===== config.mk =====
export PLATFORM = sky130hd
export DESIGN_NAME = mem_rr_arbiter
export DESIGN_NICKNAME = d
export VERILOG_FILES = /design/src/rtl/mem_rr_arbiter.sv
export SDC_FILE = /design/constraint.sdc
export NUM_CORES = 1
export LEC_CHECK = 0
export BUFFER_PORTS_ARGS = -buffer_cell sky130_fd_sc_hd__buf_2
export CAP_MARGIN = 40
export CORE_AREA = 2 2 162 164
export CTS_CLUSTER_DIAMETER = 120
export DETAILED_ROUTE_END_ITERATION = 10
export DIE_AREA = 0 0 164 166
export GPL_ROUTABILITY_DRIVEN = 0
export PLACE_DENSITY = 0.36
export SYNTH_ARGS = -nofsm -noshare
export SYNTH_HDL_FRONTEND = slang
export SYNTH_SLANG_ARGS = --single-unit

===== constraint.sdc =====
create_clock -name clk -period 2.6 [get_ports clk]
set_input_delay 0.13 -clock clk [delete_from_list [all_inputs] [get_ports clk]]
set_output_delay 0.13 -clock clk [all_outputs]
set_load 0.02 [all_outputs]

===== src/rtl/mem_rr_arbiter.sv =====
// rtl/mem_rr_arbiter.sv - round-robin arbiter sharing the common memory bus between NUM_MASTERS masters
// Optional stall timeout enabled by defining MEM_ARB_TIMEOUT_EN.
module mem_rr_arbiter #(
  parameter int NUM_MASTERS    = 3,
  parameter int TIMEOUT_CYCLES = 255
) (
  input  logic                        clk,
  input  logic                        reset_n,
  input  logic [32*NUM_MASTERS-1:0]   req_address_in,
  input  logic [NUM_MASTERS-1:0]      req_read_in,
  input  logic [NUM_MASTERS-1:0]      req_write_in,
  input  logic [4*NUM_MASTERS-1:0]    req_write_mask_in,
  input  logic [32*NUM_MASTERS-1:0]   req_write_value_in,
  output logic [32*NUM_MASTERS-1:0]   req_read_value_out,
  output logic [NUM_MASTERS-1:0]      req_ready_out,
  output logic [NUM_MASTERS-1:0]      req_fault_out,
  output logic [31:0]                 address_out,
  output logic                        read_out,
  output logic                        write_out,
  output logic [3:0]                  write_mask_out,
  output logic [31:0]                 write_value_out,
  input  logic [31:0]                 read_value_in,
  input  logic                        ready_in,
  input  logic                        fault_in,
  output logic [NUM_MASTERS-1:0]      grant_out
);

  localparam int IW = $clog2(NUM_MASTERS);

  if (NUM_MASTERS < 2 || NUM_MASTERS > 8 || TIMEOUT_CYCLES < 1 || TIMEOUT_CYCLES > 65535) begin : g_bad_params
    $error("mem_rr_arbiter: NUM_MASTERS or TIMEOUT_CYCLES out of range");
  end

  typedef enum logic {IDLE, BUSY} state_t;

  state_t                 state_q, state_d;
  logic [IW-1:0]          grant_idx_q, grant_idx_d;
  logic [IW-1:0]          last_grant_q, last_grant_d;
  logic [NUM_MASTERS-1:0] grant_d;
  logic [NUM_MASTERS-1:0] req_pending;
  logic [IW-1:0]          pick_idx;
  logic                   pick_valid;
  logic                   g_read, g_write;
  logic                   timeout_hit;

  assign req_pending = req_read_in | req_write_in;
  assign g_read      = req_read_in[grant_idx_q];
  assign g_write     = req_write_in[grant_idx_q];

  // Search downward so the requester nearest after last_grant is the final (winning) assignment.
  always_comb begin
    logic [IW-1:0] idx;
    pick_valid = 1'b0;
    pick_idx   = '0;
    idx        = '0;
    for (int k = NUM_MASTERS; k >= 1; k--) begin
      idx = IW'((int'(last_grant_q) + k) % NUM_MASTERS);
      if (req_pending[idx]) begin
        pick_valid = 1'b1;
        pick_idx   = idx;
      end
    end
  end

`ifdef MEM_ARB_TIMEOUT_EN
  logic [15:0] to_cnt_q, to_cnt_d;

  assign timeout_hit = (state_q == BUSY) && !ready_in && (to_cnt_q == 16'(TIMEOUT_CYCLES - 1));

  always_comb begin
    to_cnt_d = to_cnt_q;
    if (state_q == IDLE)
      to_cnt_d = '0;
    else if (!ready_in)
      to_cnt_d = to_cnt_q + 16'd1;
  end

  always_ff @(posedge clk or negedge reset_n) begin
    if (!reset_n)
      to_cnt_q <= '0;
    else
      to_cnt_q <= to_cnt_d;
  end
`else
  assign timeout_hit = 1'b0;
`endif

  always_comb begin
    state_d            = state_q;
    grant_idx_d        = grant_idx_q;
    last_grant_d       = last_grant_q;
    grant_d            = grant_out;
    address_out        = '0;
    read_out           = 1'b0;
    write_out          = 1'b0;
    write_mask_out     = '0;
    write_value_out    = '0;
    req_ready_out      = '0;
    req_fault_out      = '0;
    req_read_value_out = '0;
    case (state_q)
      IDLE: begin
        if (pick_valid) begin
          state_d     = BUSY;
          grant_idx_d = pick_idx;
          grant_d     = NUM_MASTERS'(1) << pick_idx;
        end
      end
      BUSY: begin
        address_out     = req_address_in[32*grant_idx_q +: 32];
        read_out        = g_read;
        write_out       = g_write;
        write_value_out = req_write_value_in[32*grant_idx_q +: 32];
        write_mask_out  = g_write ? req_write_mask_in[4*grant_idx_q +: 4] : 4'b0;
        // An abandoned request ends the grant silently; it still counts toward rotation.
        if (!(g_read || g_write)) begin
          state_d      = IDLE;
          last_grant_d = grant_idx_q;
          grant_d      = '0;
        end else if (ready_in) begin
          req_ready_out[grant_idx_q]                 = 1'b1;
          req_fault_out[grant_idx_q]                 = fault_in;
          req_read_value_out[32*grant_idx_q +: 32]   = read_value_in;
          state_d      = IDLE;
          last_grant_d = grant_idx_q;
          grant_d      = '0;
        end else if (timeout_hit) begin
          req_ready_out[grant_idx_q] = 1'b1;
          req_fault_out[grant_idx_q] = 1'b1;
          state_d      = IDLE;
          last_grant_d = grant_idx_q;
          grant_d      = '0;
        end
      end
      default: state_d = IDLE;
    endcase
  end

  always_ff @(posedge clk or negedge reset_n) begin
    if (!reset_n) begin
      state_q      <= IDLE;
      grant_idx_q  <= '0;
      last_grant_q <= IW'(NUM_MASTERS - 1);
      grant_out    <= '0;
    end else begin
      state_q      <= state_d;
      grant_idx_q  <= grant_idx_d;
      last_grant_q <= last_grant_d;
      grant_out    <= grant_d;
    end
  end

endmodule

==> metrics.txt <==
Antenna Cells 0; static leakage 3.32 nW; Sequential Area 206 µm²; Relative slew margins 68.2%; Post-synth top cells 144 x nor2_1, 100 x and2_1, 72 x a21oi_1; critical path class reg2out; Worst-path clk slew 40 ps; sequential-to-total area share from yosys stat 6.22%; top-count cell post-synth nor2_1; Core ar. 25600 µm²; R2R Setup Slk 430 ps; Fin Clk Skew 3.90 ps; Worst R2R Path Depth 6; top cells by area, synth mux2i_1 22%, and2_1 19%, nor2_1 17%; switching share of total power 60.0%; crit share post-route 87.1%; Crit path arrival time 2130 ps; top-area cell type share of the netlist area 22.0%; Gate Count Post-Synth 504; Root Buffer clkbuf_16; Crit Reg-Reg Startpoint last_grant_q[1]; CP endpoint req_read_value_out[80]; main flop type after synthesis dfrtp_1; Worst Setup End Kind output pin; CTS tree yes; clock latency on the worst-skew pair 230 ps; number of global-route vias before repair 4487; Die H 166 µm; Num CTS Buffers 3; Avg Inst Size Synth 6.42 µm²; first-pass GRT wire length 25.0 mm; num ports 421; Sw Pwr 3.07 mW; CP max FO 32; FF+latch count, synth 8; FILL cells 2936; min Tclk post-route 2260 ps; HPWL Detailed 14.5 mm; initial DRC count 189; share of flip-flops with an asynchronous set or reset 100%; Synth area leader mux2i_1; YS warnings 0; Clock power frac 5.1%; DRT Pass-1 Iters 4; EDFF count, synth 0; final setup margin 335 ps; post-cts sizing count 0; family with the most delay on the worst path simple AND/OR/NAND/NOR gates; hold crit path type in2async; combinational share of power 89.7%; sequential fraction of design power 5.2%; WL/cell 14.4 µm; pre-CTS setup slack 455 ps; # DRC 0; Reg2Reg Capture Point grant_out[0]; P_int 2.05 mW; Fmax 442 MHz; clk sink count 8; via count 4811; layout cells sized above 1 49.9%; area delta synth->final 75.5%; Buf/Inv on CP 2; stages on the worst setup path 6; Layout Utilization 22.2%; vias per cell 3.91; syn nets 757; critical path, cell by cell inv_1 -> ha_1 -> nor3b_1 -> and3_4 -> and2_1 -> buf_2; final setup fails 0; Starting Density 12.6%; overall power 5.12 mW; pwr/cell area 902 nW/µm²; total wire length 17.7 mm; fin nets 1148; Antenna Nets Post-Route 0; global route total overflow 0; largest net degree at the start of global routing 62; Slew Viols, Final 0; outcome finished clean; max_cap viols 0; synthesized area 3240 µm²; endpoints failing hold 0; initial antenna violation count 0; CP max-delay cell dfrtp_4; width of the die 164 µm; multi-input logic area 2750 µm²; RSZ-0062 raised after global routing false; Slowest Stage Delay on Critical Path 480 ps; startpoint types register; worst-margin pin slew 472 ps; Netlist cell types 44; VDD IR-drop max 0.379 mV; Total GRT Usage 11.7%; CTS Buffer Depth 2; Port-buffer cells 420; worst hold slack 276 ps; Req. time, crit path 2470 ps; CP startpoint grant_idx_q[1]; htree depth 1; Die ar. 27200 µm²; Setup Total Neg Slack 0 ps; row cnt 59
-- through the flow --
| step | instances | cell area (µm²) |
|---|---|---|
| after floorplan | 504 | 3240 |
| after global placement | 1224 | 5590 |
| after detailed placement | 1224 | 5590 |
| after CTS | 1229 | 5680 |
| after global routing | 1229 | 5680 |
| final | 1229 | 5680 |
-- layer usage --
metal	global-route usage [%]	wire, µm	up-vias
li1	-	-	2464
met1	13.1	6930	2105
met2	23.5	9340	238
met3	2.10	1340	4
met4	0.648	42	0
met5	0	0	-
-- power by group through the flow --
stage               Sequential, mW  Combinational [mW]  Clock, mW
detailed placement           0.267                4.67          0
finish                       0.265                4.60      0.263
CTS                          0.266                4.69      0.272
floorplan                    0.241                3.22          0
global placement             0.270                4.72          0
global route                 0.276                5.07      0.280
-- flip-flops by register name, indices dropped and copies added (netlist names) --
register / cells
state_q: 1
last_grant_q: 2
grant_idx_q: 2
grant_out: 3
-- cells in the final DEF, fill, tap and decap left out, drive strengths merged, types with 2 or more instances in the layout --
cell,Yosys,layout
buf,27,428
nor2,144,144
and2,100,100
a21oi,73,73
mux2i,71,71
inv,8,8
ha,7,7
dfrtp,7,7
and3,6,6
o21ai,4,4
nand3,4,4
clkbuf,16,4
nor3b,3,3
a22oi,3,3
mux2,2,2
nor4,2,2
o211ai,2,2
o21a,2,2
a31oi,2,2
a21o,2,2
o22ai,2,2
a32o,2,2
nand2b,2,2
a21boi,2,2
-- logic make-up after synthesis --
family | Yosys count | share of synthesized area [%]
fa+ha+maj | 7 | 2.71
compound gates | 98 | 18.1
mux | 73 | 22.9
buf+inv | 51 | 8.89
flops | 8 | 6.22
simple gates | 267 | 41.2
-- timing repair --
| action | CTS | global route |
|---|---|---|
| buffers inserted | 0 | 0 |
| hold endpoints to repair | 8 | 0 |
| hold buffers | 1 | 0 |
-- area by class of cell --
type,count,area share (%)
sequential,8,3.64
inverter,8,0.529
multi-input combinational,445,48.4
tap,335,7.38
clock buffer,4,1.39
timing repair buffer,429,38.7
-- worst min-delay path by stage --
stage,from,end,cells after the start
after floorplan,reset_n,grant_idx_q[0],0
after global placement,reset_n,grant_out[1],1
after detailed placement,reset_n,grant_out[1],1
after CTS,reset_n,last_grant_q[0],2
after global routing,reset_n,grant_idx_q[1],2
final,reset_n,last_grant_q[0],2
Power figures use the tool's default switching activity.
